File: config.mk
export PLATFORM = sky130hd
export DESIGN_NAME = ifetch_unit
export DESIGN_NICKNAME = d
export VERILOG_FILES = /design/src/rtl/ifetch_unit.sv
export SDC_FILE = /design/constraint.sdc
export NUM_CORES = 1
export LEC_CHECK = 0
export ABC_CLOCK_PERIOD_IN_PS = 7150
export BUFFER_PORTS_ARGS = -buffer_cell sky130_fd_sc_hd__buf_2
export CAP_MARGIN = 20
export CORE_UTILIZATION = 31
export CTS_CLUSTER_DIAMETER = 100
export DETAILED_ROUTE_END_ITERATION = 7
export HOLD_SLACK_MARGIN = 0.03
export MAX_ROUTING_LAYER = met4
export PLACE_DENSITY = 0.51
export SKIP_CTS_REPAIR_TIMING = 1
export SLEW_MARGIN = 10
export SYNTH_ARGS = -nofsm -noshare
export SYNTH_HDL_FRONTEND = slang
export SYNTH_SLANG_ARGS = --single-unit
File: constraint.sdc
create_clock -name clk -period 7.15 [get_ports clk]
set_clock_uncertainty 0.15 [all_clocks]
set_input_delay 0.715 -clock clk [delete_from_list [all_inputs] [get_ports clk]]
set_output_delay 0.715 -clock clk [all_outputs]
set_load 0.03 [all_outputs]
File: src/rtl/ifetch_unit.sv
// Instruction fetch stage: PC register, single-outstanding imem request, and a
// one-entry instruction holding register handshaked to decode; redirects squash in-flight fetches.
module ifetch_unit #(
    parameter int              WIDTH    = 32,
    parameter logic [WIDTH-1:0] RESET_PC = '0,
    parameter logic [WIDTH-1:0] NOP      = 32'h0000_0013
) (
    input  logic             clk,
    input  logic             rst,
    output logic             imem_req,
    output logic [WIDTH-1:0] imem_addr,
    input  logic [WIDTH-1:0] imem_rdata,
    input  logic             imem_rvalid,
    input  logic             redirect_valid,
    input  logic [WIDTH-1:0] redirect_pc,
    output logic [WIDTH-1:0] inst,
    output logic [WIDTH-1:0] inst_pc,
    output logic             inst_valid,
    input  logic             inst_ready
);

    typedef enum logic [1:0] {FETCH, WAIT, HOLD} state_t;

    state_t           state, state_nxt;
    logic [WIDTH-1:0] pc, pc_nxt;
    logic             discard, discard_nxt;
    logic [WIDTH-1:0] inst_nxt, inst_pc_nxt;
    logic [WIDTH-1:0] redir_tgt;

    assign redir_tgt = {redirect_pc[WIDTH-1:2], 2'b00};

    always_ff @(posedge clk or posedge rst) begin
        if (rst) begin
            state   <= FETCH;
            pc      <= RESET_PC;
            discard <= 1'b0;
            inst    <= NOP;
            inst_pc <= '0;
        end else begin
            state   <= state_nxt;
            pc      <= pc_nxt;
            discard <= discard_nxt;
            inst    <= inst_nxt;
            inst_pc <= inst_pc_nxt;
        end
    end

    always_comb begin
        state_nxt   = state;
        pc_nxt      = pc;
        discard_nxt = discard;
        inst_nxt    = inst;
        inst_pc_nxt = inst_pc;
        case (state)
            FETCH: begin
                state_nxt = WAIT;
                // The request for the old pc is already out; its response must be dropped.
                if (redirect_valid) begin
                    pc_nxt      = redir_tgt;
                    discard_nxt = 1'b1;
                end
            end
            WAIT: begin
                if (imem_rvalid && redirect_valid) begin
                    pc_nxt      = redir_tgt;
                    discard_nxt = 1'b0;
                    state_nxt   = FETCH;
                end else if (imem_rvalid && discard) begin
                    discard_nxt = 1'b0;
                    state_nxt   = FETCH;
                end else if (imem_rvalid) begin
                    inst_nxt    = imem_rdata;
                    inst_pc_nxt = pc;
                    pc_nxt      = pc + WIDTH'(4);
                    state_nxt   = HOLD;
                end else if (redirect_valid) begin
                    pc_nxt      = redir_tgt;
                    discard_nxt = 1'b1;
                end
            end
            HOLD: begin
                // Redirect wins over consumption: the held instruction is on the wrong path.
                if (redirect_valid) begin
                    pc_nxt    = redir_tgt;
                    inst_nxt  = NOP;
                    state_nxt = FETCH;
                end else if (inst_ready) begin
                    inst_nxt  = NOP;
                    state_nxt = FETCH;
                end
            end
            default: state_nxt = FETCH;
        endcase
    end

    assign imem_req   = (state == FETCH);
    assign imem_addr  = pc;
    assign inst_valid = (state == HOLD);

endmodule

Word-level counts from Yosys, hierarchy flattened. Cells that the tools add are included.

Bits in registers: 99. Bits in latches: 0. RAM bits: 0. ROM bits: 0. Input port bits: 69. Output and inout port bits: 98. Logic and storage cells: 51. Memories kept: 0.

Add/subtract/negate cells: 1. Multipliers: 0. Divide/modulo/power cells: 0. $lt $le $gt $ge: 0. Eq/ne operators: 9. Shifts and indexed selects: 0. Muxes and demuxes: 22. Bitwise operators: 2. Reductions and logical operators: 12.

Operators with widths (number): $mux 32 (9); $pmux 32 s2 (2); $add 32x3->32 const B (1); $mux 2 (5); $ne 4x4->1 const B (2); $ne 2x2->1 const B (3); $pmux 2 s3 (1); $reduce_and 2->1 (3); $reduce_bool 2->1 (3); $reduce_and 5->1 (1); $mux 1 (4); $reduce_and 4->1 (1); $ne 3x2->1 const B (1); $ne 3x3->1 const B (1); $eq 2x1->1 const B (1); $eq 2x2->1 const B (1); $logic_and 1x1->1 (2); $logic_not 2->1 (1); $not 1->1 (2); $pmux 1 s2 (1); $reduce_or 2->1 (1).

Depth between registers and ports, before layout.
Depth after elaboration: 5. Depth in mapped cells: 10.

Worst setup path before layout. Ideal clock, no wire load.

Kind: register -> register. Start: register state[0]. End: register pc[30], in the netlist imem_addr[30]. Setup time: 87 ps. Data arrival time: 2340 ps. Required time: 6913 ps. Path slack: 4574 ps. Cell stages (with the launch flop): 10. Path buffers: 3. Period minus slack after synthesis: 2576 ps. Path through: dfrtp_1 inv_1 ha_1 buf_6 or4b_4 buf_6 or2_1 buf_6 or3_1 o211ai_1.

Word-level cells in the longest chain between the ends: 4.

Ends and longest elaborated chain: start, declared (RTL line 24) `state_t state, state_nxt;`; start signal, assigned (RTL line 40) `state <= state_nxt;`; $eq 2x2->1 *; named net inst_valid (RTL line 18) `output logic inst_valid,`; $reduce_or 2->1 (no source line) *; $reduce_bool 2->1 (no source line); $reduce_and 2->1 (no source line); end signal, assigned (RTL line 41) `pc <= pc_nxt;`; end, declared (RTL line 25) `logic [WIDTH-1:0] pc, pc_nxt;`.

The timed path passes the listed nets; every way through them passes the cells marked *. A chain may end at the register's enable or synchronous reset.

Final worst setup path.
Start: register state[0]. End: register inst[31].

Word-level cells in the longest chain between the ends: 3.

Ends and longest elaborated chain: $eq 2x2->1 or $eq 2x1->1 (tied branches) (RTL line 54) `case (state)`; $ne 3x2->1 (no source line), or another cell as far along; $reduce_and 5->1 (no source line); end signal, assigned (RTL line 43) `inst <= inst_nxt;`; end, declared (RTL line 16) `output logic [WIDTH-1:0] inst,`.

Parallel ways exist; a longest one is shown, timed or not.

==> impl_metrics.toml <==
[cts]
h-tree-depth = 3
worst_skew_pair.late_latency_ns = 0.36
cts_tree = "yes"
cts.sinks = 99
cts_buffers = 9
clk_transition_reported_paths_ns = 0.08
clockRootBuffer = "clkbuf_16"
clk_path_buf_depth = 2

[finish]
nets = 695
syn_to_final_growth_pct = 27.1
fillerInstances = 1491
layout-drive-gt1-share = 0.367
layout.cells.non_filler = 811

[outcome]
status = "complete, but fails checks"
violations = "design-rule violations"

[timing]
worst_pin_slew_ns = 1.07
relSlewSlack = 0.286
tns_ns = 0
final_max_slew_viol_count = 0
period_share = 0.405
whs_ns = 0.264
finalSetupViolCount = 0
fmax_ghz = 0.345
layout_setup_ws_ns = 4.25
hold_violations = 0
rsz0062_at_grt = "no"
fin_crit_ns = 2.90

[synth]
ys_seq_area_frac = 0.531
avgSynthCellArea_um2 = 9.96
synth_top_cell_area_share = 0.514
yosys-top-cells-count = "96 x dfrtp_1, 88 x nand2_1, 53 x o21ai_0"
synth.distinct_cells = 51
synthArstFlopShare = 1.00
syn_area_um2 = 4670
yosysTopAreaCell = "dfrtp_1"
synth_area_leaders = "dfrtp_1 51%, mux2_2 7.5%, nand2_1 7.1%, o21ai_0 5.7%, nor2_1 2.0%"
synth_cells = 469
synth_warnings = 0
ys_ff_latch = 99
synth_edf_count = 0
synthFlopType = "dfrtp_1"
mappedNetlistNets = 543
synth_most_common_cell = "dfrtp_1"

[global_route]
overflow = 0
antenna_found_initial = 1
grt_pass1_vias = 4008
grt_pass1_wl_um = 21500
grt_start_max_net_pins = 65
grt_use_total = 0.184

[drt]
drtIter0Drc = 297
dr.pass1.iters = 6
wl_met2_um = 5890
wl_met3_um = 993
drc = 20
vias = 4124
ant_nets = 0
wl_met1_um = 6170
routed_wl_um = 13300
top_layer = "met4"
wl_per_cell_um = 16.4
routed_via_density = 5.09

[worst_setup_path]
cp-start-kind = "flop"
end_kind = "flop"
setup.worst_path.class = "flop to flop"
cp.arrival_ns = 2.96
worstPathRequired_ns = 7.21
crit_fanout = 64

[die]
floorplan.initialDensity = 0.319
rows = 44
die_h_um = 125
die_area_um2 = 15600
core-area_um2 = 14600
die_w_um = 125
io_pins = 167

[power_and_ir_drop]
power_switching_mw = 1.49
p_leak_nw = 2.89
switching_share = 0.492
p_int_mw = 1.54
power_density_nw_per_um2 = 512
ir_worst_vdd_mv = 0.224
sequentialPowerShare = 0.352
p_comb_frac = 0.491
pwr-share-clk = 0.158

[placed_design]
dp_cells = 793
portBuffers = 164
post-place-ws_ns = 4.06
place.gp.congestion = 0.750
dp_hpwl_um = 9250

[min_path]
min_path_type = "primary input to asynchronous set/reset pin"

[flow_run]
maxCapViolCount = 0
logic make-up after synthesis:
family / Yosys count / share of synthesized area
mux: 37 / 0.0878
compound gates: 113 / 0.151
flops: 99 / 0.531
buf+inv: 37 / 0.0353
simple gates: 178 / 0.182
fa+ha+maj: 5 / 0.0134
stage by stage:
stage          power (mW)   util  instance area (um2)
2_1_floorplan        2.10      -                 4670
3_3_place_gp         2.54  0.385                 5640
3_5_place_dp         2.58  0.385                 5640
4_1_cts              3.07  0.405                 5930
5_1_grt              3.25  0.405                 5940
6_report             3.04  0.405                 5940
final cells by class:
cell class,count,area [um2],area share
Antenna cell,1,2.50,0.000421
Clock buffer,9,225,0.0379
Clock inverter,7,58.8,0.00991
Inverter,9,36.3,0.00611
Multi-Input combinational cell,333,2040,0.344
Sequential cell,99,2480,0.418
Tap cell,184,230,0.0388
Timing Repair Buffer,169,858,0.145
worst max-delay path: stages, from the launching register on:
cell and delay, ns:
dfrtp_1 0.40, inv_1 0.10, ha_1 0.41, inv_1 0.56, o311ai_4 0.43, buf_4 0.49, o21ai_0 0.19
sequential cells by signal, indices dropped and copies added (netlist names):
name,cells
inst_pc,32
state,2
imem_addr,32
inst,32
discard,1
path summary, 6_finish.rpt:
path	from	end	slack, ns	cells past startpoint
max in group asynchronous	rst	imem_addr[25]$_DFFE_PP0P_	5.41	3
worst max-delay path	state[0]$_DFFE_PP0P_	inst[31]$_DFFE_PP0P_	4.25	6
worst min-delay path	rst	imem_addr[24]$_DFFE_PP0P_	0.26	2
worst min register to register	inst[14]$_DFFE_PP0P_	inst[14]$_DFFE_PP0P_	0.33	2
min in group clk	inst[14]$_DFFE_PP0P_	inst[14]$_DFFE_PP0P_	0.33	2
worst max register to register	state[0]$_DFFE_PP0P_	inst[31]$_DFFE_PP0P_	4.25	6
power groups by stage:
stage | clock network [mW] | logic [mW] | registers (mW)
after floorplan | 0 | 0.561 | 1.53
after global placement | 0 | 1.48 | 1.06
after detailed placement | 0 | 1.50 | 1.08
after CTS | 0.498 | 1.50 | 1.07
after global routing | 0.521 | 1.61 | 1.12
final | 0.479 | 1.49 | 1.07
routing by layer:
layer / vias up / track usage
met5: - / -
met2: 175 / 0.273
li1: 1986 / -
met1: 1944 / 0.240
met3: 19 / 0.0451
met4: 0 / 0.0755
cells in the final DEF (no fill, tap or decap), drive strengths merged, types with 2 or more instances in the layout:
master  synthesis  layout
a21oi          14      14
a221o           2       2
a22oi          11      11
a31o            3       3
a31oi           4       4
a41o            2       2
and2            3       3
and3            6       6
buf             6     169
clkbuf         22       9
clkinv          1       3
dfrtp          96      96
dfstp           3       3
ha              5       5
inv             8      12
mux2           32      32
mux2i           5       5
nand2          88      88
nand2b          4       4
nand3          18      18
nand3b          2       2
nand4          12      12
nor2           26      26
nor2b           3       3
nor3            2       2
nor3b           2       2
nor4            5       5
o211ai          7       7
o21ai          53      53
o22ai           3       3
o311ai          7       7
or2             2       2
Power figures use the tool's default switching activity.
